`src/rtl/motor_pkg.sv`:
```
// Shared types and widths for the motor PWM power stage.
package motor_pkg;

  localparam int unsigned PWM_W      = 8;
  localparam int unsigned DEADTIME_W = 4;

  typedef enum logic [1:0] {
    ST_IDLE = 2'b00,
    ST_RAMP = 2'b01,
    ST_RUN  = 2'b10,
    ST_STOP = 2'b11
  } motor_state_t;

  // One LSB toward the target, never past it.
  function automatic logic [PWM_W-1:0] step_toward(input logic [PWM_W-1:0] cur,
                                                   input logic [PWM_W-1:0] tgt);
    if (cur < tgt) return cur + 1'b1;
    else if (cur > tgt) return cur - 1'b1;
    return cur;
  endfunction

endpackage

```
`src/rtl/motor_deadtime_gen.sv`:
```
// Complementary gate generation with dead time inserted after every raw PWM edge.
module motor_deadtime_gen
  import motor_pkg::*;
#(
  parameter int unsigned DEADTIME = 4
) (
  input  logic clk,
  input  logic rst_n,
  input  logic ena,
  input  logic raw,
  input  logic allow,
  output logic hi,
  output logic lo
);

  logic                  raw_q;
  logic [DEADTIME_W-1:0] dt;
  logic [DEADTIME_W-1:0] dt_next;

  always_comb begin
    dt_next = dt;
    if (raw != raw_q) dt_next = DEADTIME_W'(DEADTIME);
    else if (dt != '0) dt_next = dt - 1'b1;
  end

  // Gating on dt_next puts the reload cycle itself inside the dead window.
  always_ff @(posedge clk or negedge rst_n) begin
    if (!rst_n) begin
      raw_q <= 1'b0;
      dt    <= '0;
      hi    <= 1'b0;
      lo    <= 1'b0;
    end else if (ena) begin
      raw_q <= raw;
      dt    <= dt_next;
      hi    <= allow & raw & (dt_next == '0);
      lo    <= allow & ~raw & (dt_next == '0);
    end
  end

endmodule

```
`src/rtl/motor_pwm_driver.sv`:
```
// Motor power stage: soft-start/stop duty ramp, edge-aligned PWM, dead-time gates, fault latch.
module motor_pwm_driver
  import motor_pkg::*;
#(
  parameter int unsigned RAMP_DIV = 256,
  parameter int unsigned DEADTIME = 4
) (
  input  logic             clk,
  input  logic             rst_n,
  input  logic             ena,
  input  logic [PWM_W-1:0] speed_cmd,
  input  logic             power_on,
  input  logic             fault_in,
  input  logic             fault_clr,
  output logic             pwm_hi,
  output logic             pwm_lo,
  output logic [PWM_W-1:0] duty_out,
  output logic [1:0]       state_out,
  output logic             at_speed,
  output logic             fault_latched
);

  localparam int unsigned PRE_W = (RAMP_DIV > 1) ? $clog2(RAMP_DIV) : 1;

  motor_state_t     state;
  logic [PWM_W-1:0] duty;
  logic [PWM_W-1:0] shadow;
  logic [PWM_W-1:0] cnt;
  logic [PRE_W-1:0] presc;
  logic             flt;
  logic             tick;
  logic             raw;
  logic             allow;
  logic             gate_hi;
  logic             gate_lo;

  assign tick  = (presc == PRE_W'(RAMP_DIV - 1));
  assign raw   = (cnt < shadow);
  assign allow = !fault_in && !flt && (state != ST_IDLE);

  always_ff @(posedge clk or negedge rst_n) begin
    if (!rst_n) begin
      state  <= ST_IDLE;
      duty   <= '0;
      shadow <= '0;
      cnt    <= '0;
      presc  <= '0;
      flt    <= 1'b0;
    end else if (ena) begin
      cnt <= cnt + 1'b1;
      if (cnt == '1) shadow <= duty;
      if (fault_in) begin
        flt   <= 1'b1;
        state <= ST_IDLE;
        duty  <= '0;
        presc <= '0;
      end else if (flt) begin
        if (fault_clr) flt <= 1'b0;
      end else begin
        unique case (state)
          ST_IDLE: begin
            duty  <= '0;
            presc <= '0;
            if (power_on) state <= ST_RAMP;
          end
          ST_RAMP: begin
            presc <= tick ? '0 : presc + 1'b1;
            if (tick) duty <= step_toward(duty, speed_cmd);
            if (!power_on) state <= ST_STOP;
            else if (duty == speed_cmd) state <= ST_RUN;
          end
          ST_RUN: begin
            presc <= '0;
            if (!power_on) state <= ST_STOP;
            else if (speed_cmd != duty) state <= ST_RAMP;
          end
          ST_STOP: begin
            presc <= tick ? '0 : presc + 1'b1;
            if (tick) duty <= step_toward(duty, '0);
            if (power_on) state <= ST_RAMP;
            else if (duty == '0) state <= ST_IDLE;
          end
          default: state <= ST_IDLE;
        endcase
      end
    end
  end

  motor_deadtime_gen #(
    .DEADTIME(DEADTIME)
  ) u_deadtime (
    .clk  (clk),
    .rst_n(rst_n),
    .ena  (ena),
    .raw  (raw),
    .allow(allow),
    .hi   (gate_hi),
    .lo   (gate_lo)
  );

  assign pwm_hi        = gate_hi & ena;
  assign pwm_lo        = gate_lo & ena;
  assign duty_out      = duty;
  assign state_out     = state;
  assign at_speed      = (state == ST_RUN);
  assign fault_latched = flt;

endmodule

```
`config.mk`:
```
export PLATFORM = sky130hd
export DESIGN_NAME = motor_pwm_driver
export DESIGN_NICKNAME = d
export VERILOG_FILES = /design/src/rtl/motor_pkg.sv /design/src/rtl/motor_deadtime_gen.sv /design/src/rtl/motor_pwm_driver.sv
export SDC_FILE = /design/constraint.sdc
export NUM_CORES = 1
export LEC_CHECK = 0
export ABC_AREA = 0
export CAP_MARGIN = 10
export CORE_MARGIN = 5
export CORE_UTILIZATION = 38
export CTS_BUF_LIST = sky130_fd_sc_hd__clkbuf_4
export CTS_CLUSTER_SIZE = 30
export DETAILED_ROUTE_END_ITERATION = 8
export PLACE_DENSITY = 0.66
export SLEW_MARGIN = 20
export SYNTH_ARGS = -nofsm -noshare
export SYNTH_HDL_FRONTEND = slang
export SYNTH_SLANG_ARGS = --single-unit
```
`constraint.sdc`:
```
create_clock -name clk -period 2.6 [get_ports clk]
set_clock_uncertainty 0.2 [all_clocks]
set_input_delay 0.39 -clock clk [delete_from_list [all_inputs] [get_ports clk]]
set_output_delay 0.39 -clock clk [all_outputs]
set_load 0.005 [all_outputs]
```
# Word-level counts from Yosys, hierarchy flattened
# Index checks and enable logic that the tools add are counted.
[classes] n_addsub=5 order_cmp=5 n_eq_ne=17 n_mux=44 bitwise_logic=7 n_reduce_logical=16
[op_table] cell="$mux 8" n=13
[op_table] cell="$add 8x1->8 const B" n=3
[op_table] cell="$pmux 8 s3" n=1
[op_table] cell="$mux 2" n=9
[op_table] cell="$mux 1" n=17
[op_table] cell="$eq 8x8->1 const B" n=2
[op_table] cell="$lt 8x8->1" n=2
[op_table] cell="$pmux 8 s2" n=1
[op_table] cell="$ne 3x3->1 const B" n=5
[op_table] cell="$eq 8x8->1" n=1
[op_table] cell="$gt 8x1->1 const B" n=1
[op_table] cell="$gt 8x8->1" n=1
[op_table] cell="$logic_not 8->1" n=1
[op_table] cell="$lt 8x1->1 const B" n=1
[op_table] cell="$mux 4" n=2
[op_table] cell="$ne 4x4->1 const B" n=2
[op_table] cell="$ne 8x8->1" n=1
[op_table] cell="$pmux 2 s4" n=1
[op_table] cell="$reduce_bool 4->1" n=2
[op_table] cell="$sub 8x1->8 const B" n=1
[op_table] cell="$reduce_and 7->1" n=1
[op_table] cell="$and 1x1->1" n=6
[op_table] cell="$reduce_and 6->1" n=1
[op_table] cell="$eq 2x2->1 const B" n=2
[op_table] cell="other kinds (13)" n=17
[word_totals] ff_bits=42 inputBits=14 wordCells=104

# Logic depth before layout (Yosys ltp)
# Gate-level depths: netlist of run 1.
[logic_depth] depth_word=13 mapped_depth=10

# By module
# A second synthesis of run 1 with hierarchy kept.
[hier_totals] cells_unflattened=299 hier_area_um2=2869.0
[by_module_without_submodules] module="motor_pwm_driver" instances=1 cells_each=262 area_each_um2=2478.6 seq_area_each_um2=875.8
[by_module_without_submodules] module="motor_deadtime_gen" instances=1 cells_each=37 area_each_um2=390.4 seq_area_each_um2=175.2

# Worst setup path after synthesis of run 1
# Ideal clock, no wire load.
[synth_timing] path_kind="input to register" from="input speed_cmd[5]" to="register duty[0], in the netlist duty_out[0]" setup_ns=0.074 arrival_time_ns=2.054 required_ns=2.326 path_slack_ns=0.272 path_stages=9 n_path_buf=0 path_cell_list="inv_1 > ha_1 > a211o_1 > a21oi_4 > a31oi_4 > nor2_4 > o21bai_4 > or4_4 > o21ai_2"
[synth_via] elab_chain_cells=10 word_cells_on_any_way=17 classes_between="order compare (2); eq/ne (1); mux (13); reduce/logical (1)"
[synth_lines] item="start: declaration" line="motor_pwm_driver.sv:11" text="input logic [PWM_W-1:0] speed_cmd,"
[synth_lines] item="$gt 8x8->1" line="motor_pkg.sv:18" text="else if (cur > tgt) return cur - 1'b1;"
[synth_lines] item="$mux 1" line="motor_pkg.sv:18"
[synth_lines] item="$mux 1" line="motor_pkg.sv:17" text="if (cur < tgt) return cur + 1'b1;"
[synth_lines] item="$mux 1" line="motor_pwm_driver.sv:68" text="if (tick) duty <= step_toward(duty, speed_cmd);"
[synth_lines] item="$mux 1" line="motor_pwm_driver.sv:60" text="unique case (state)"
[synth_lines] item="$mux 1" line="motor_pwm_driver.sv:57" text="end else if (flt) begin"
[synth_lines] item="$mux 1" line="motor_pwm_driver.sv:52" text="if (fault_in) begin"
[synth_lines] item="$mux 1" line="motor_pwm_driver.sv:49" text="end else if (ena) begin"
[synth_lines] item="$ne 3x3->1 (no line)"
[synth_lines] item="$reduce_and 7->1 (no line)"
[synth_lines] item="end signal: assignment" line="motor_pwm_driver.sv:68"
[synth_lines] item="end signal: assignment" line="motor_pwm_driver.sv:79" text="if (tick) duty <= step_toward(duty, '0);"
[synth_lines] item="end: declaration" line="motor_pwm_driver.sv:26" text="logic [PWM_W-1:0] duty;"
# Several ways; a longest one is shown, not always the timed one. The select of a mux whose other input is x is not followed.
# A chain may end at the register's enable or synchronous reset.

# Final worst setup path of run 1
# Ends and elaborated chain as after synthesis.

==> summary.md, run 1 <==
| Metric | Value |
|---|---|
| Total iterations of the first detailed-routing run | 4 |
| Busiest grt layer | met2 |
| GRT Total Usage | 15.04% |
| CP startpoint | speed_cmd[5] |
| Core ar. | 7292 um2 |
| CP required | 2700 ps |
| Netlist cell types | 57 |
| Largest net degree at the start of global routing | 43 |
| Met3 Usage GRT | 2.374% |
| Chip width | 96.93 um |
| Worst IR Drop VDD | 263.9 uV |
| Max Clock Freq | 396.6 MHz |
| Largest family of logic cells by synthesized area | simple AND/OR/NAND/NOR gates |
| # resized after CTS | 0 |
| Post-synthesis adder-cell area fraction | 11.33% |
| Final hold violation count | 0 |
| Synth Area in XOR/XNOR | 4.880% |
| Normalized max-slew margin | 60.79% |
| FP Rows | 31 |
| Post-synth EDFFs | 0 |
| Hold Crit Class | in -> async |
| RSZ-0062 raised after global routing | no |
| Clock root buffer | clkbuf_4 |
| Post-DR vias/cell | 5.271 |
| Placed Cells | 457 |
| Status | completed |
| Clk sinks | 42 |
| Worst R2R Start | duty_out[5] |
| Top-level port count | 28 |
| Nets | 406 |
| Mapped Cells | 313 |
| Vias in the first global route | 2437 |
| DR vias | 2451 |
| Mapped Nets | 353 |
| Met1 usage | 20.35% |
| Arr. time, crit path | 2620 ps |
| Layout Cells excl Fill | 465 |
| Crit end category | register |
| Yosys warning count | 0 |
| Commonest non-fill, non-tap cell in the layout | dfrtp_1 |
| Ant diodes | 0 |
| Die H | 96.93 um |
| Crit-path max FO | 3 |
| Antenna Nets Post-Route | 0 |
| Clk buf depth | 2 |
| Post-DP HPWL | 5212 um |
| Share of cells above drive strength 1 | 15.57% |
| Slew Limit Fails | 0 |
| Synth Area in Compound Gates | 17.65% |
| Hold_ws | 312.4 ps |
| DRC violations left | 0 |
| Setup Viol. Count Final | 0 |
| Top FF cell, synth | dfrtp_1 |
| P&R area growth vs syn | 22.13% |
| Post-route minimum period | 2521 ps |
| GPL Wtd Cong | 0.8839 |
| Worst r2r path cells | 9 |
| Sequential area share after synthesis | 36.60% |
| Postcts setup bufs | 0 |
| Port bufs | 27 |
| WS Path Type | in -> reg |
| Most frequent cells in the layout | dfrtp_1 (42), nand2_1 (31), inv_1 (30) |
| P per Cell Area | 575.5 nW/um2 |
| Clock transition at path regs | 130 ps |
| Avg Inst Size Synth | 9.174 um2 |
| Worst slew pin tran | 582.0 ps |
| Htree depth | 2 |
| Die area | 9395 um2 |
| Max-cap violations | 0 |
| Synth Register Bits | 42 |
| Global route total overflow | 0 |
| Worst setup SP type | input pin |
| Final instance area | 3507 um2 |
| Async S/R FF share, synth | 100.0% |
| Antenna violations before repair | 0 |
| Post-synthesis mux area share | 3.878% |
| Power, Total | 0.002018 W |
| CTS tree | built |
| First-pass GRT wire length | 11790 um |
| Placed cell area | 3426 um2 |
| Starting density of the core | 39.38% |
| Synthesized cell area | 2872 um2 |
| GR met2 Demand/Resource | 24.68% |
| Clk_lat worst skew | 360 ps |
| DR iter-0 viols | 116 |
| Final wirelength | 6811 um |
| Num CTS Buffers | 5 |
| DR WL/cell | 14.65 um |
| Tcrit/Tclk final | 96.97% |
| Simple-gate share of the synthesized area | 19.43% |
| Leakage | 1.587 nW |
[report_power, final]
group          switching, W  internal [W]
sequential         0.000122      0.000753
clock              0.000219      0.000194
combinational      0.000375      0.000355
total              0.000716       0.00130
[sequential cells by signal, summed over array words and instances, names as in the netlist]
| register | count |
|---|---|
| duty_out | 8 |
| u_deadtime.raw_q | 1 |
| u_deadtime.lo | 1 |
| fault_latched | 1 |
| presc | 8 |
| u_deadtime.dt | 4 |
| state_out | 2 |
| cnt | 8 |
| shadow | 8 |
| u_deadtime.hi | 1 |
[cell type report]
class	count	area, um2
clock buffer	5	37.54
clock inverter	2	33.78
fill	713	3785
inverter	31	116.4
multi-input combinational	231	1642
sequential	42	1051
tap	99	123.9
timing repair buffer	55	503.0
[through the flow]
| stage | setup TNS, ps | worst slack (ps) | utilization (%) |
|---|---|---|---|
| 6_report | 0 | 78.77 | 48.10 |
| 5_1_grt | 0 | 15.73 | 48.10 |
| 4_1_cts | 0 | 73.43 | 48.10 |
| 3_5_place_dp | -2094 | -303.7 | 46.98 |
| 3_3_place_gp | -1937 | -280.4 | 46.98 |
| 2_1_floorplan | 0 | 271.8 | - |
[what timing repair did]
action / in CTS / in global routing
setup endpoints to repair: 0 / 1
hold buffers: 1 / 0
hold endpoints to repair: 42 / 0
[synth_stat cells, drive strengths merged (2+ instances only)]
master	number	area, um2
a2111oi	2	17.52
a211o	2	17.52
nand4b	2	17.52
buf	6	51.30
nor2	20	82.58
nor2b	4	25.02
nand2b	4	25.02
nand2	31	116.4
o21bai	3	33.78
nand3	13	70.07
mux2	9	101.4
and4	2	18.77
dfrtp	42	1051
clkbuf	3	11.26
inv	31	116.4
o22ai	6	37.54
a22o	2	17.52
xor2	4	35.03
o32a	3	30.03
nor3	9	45.04
a31oi	3	33.78
or3	2	12.51
or4	2	18.77
o21ai	23	118.9
o32ai	3	26.28
nand4	8	50.05
and3	7	43.79
xnor2	12	105.1
ha	26	325.3
o21a	2	16.27
a21o	2	15.01
a21oi	15	93.85
nor4	2	18.77
[final timing paths]
check / to / slack (ps)
setup / recovery: duty_out[0] / 80
hold / removal: duty_out[5] / 310
setup reg to reg: duty_out[0] / 200
hold reg to reg: cnt[7] / 310
max in group asynchronous: presc[7] / 1660
min in group clk: cnt[7] / 310
[kinds of logic (layout without fill, tap and decap cells)]
kind of cell             Yosys count  count (layout)
multiplexers                      10              10
adder cells (fa/ha/maj)           26              26
AO/OA/AOI/OAI                     71              71
flip-flops                        42              42
buffers and inverters             40              93
AND/OR/NAND/NOR                  108             108
XOR/XNOR                          16              16
[layer usage]
layer | share of wire, % | vias up
li1 | - | 1217
met1 | 48 | 1174
met2 | 48 | 53
met3 | 3.3 | 7
met4 | 1.2 | 0
met5 | 0 | -
[worst max-delay path, stage by stage]
cell	delay, ps
clkdlybuf4s50_1	450
inv_1	40
ha_1	310
a211o_1	330
a21oi_4	160
buf_4	150
a31oi_4	100
nor2_4	140
o21bai_4	70
or4_4	410
o21ai_2	70
Note: power is estimated with default switching activity, not from simulation.
==> inputs of run 2 (changes only) <==
--- a/config.mk
+++ b/config.mk
@@ -6,6 +6,7 @@
 export NUM_CORES = 1
 export LEC_CHECK = 0
 export ABC_AREA = 0
+export ABC_CLOCK_PERIOD_IN_PS = 2600
 export CAP_MARGIN = 10
 export CORE_MARGIN = 5
 export CORE_UTILIZATION = 38
==> results of run 2 <==
No change in the layout: final DEF, timing and power equal those of run 1.
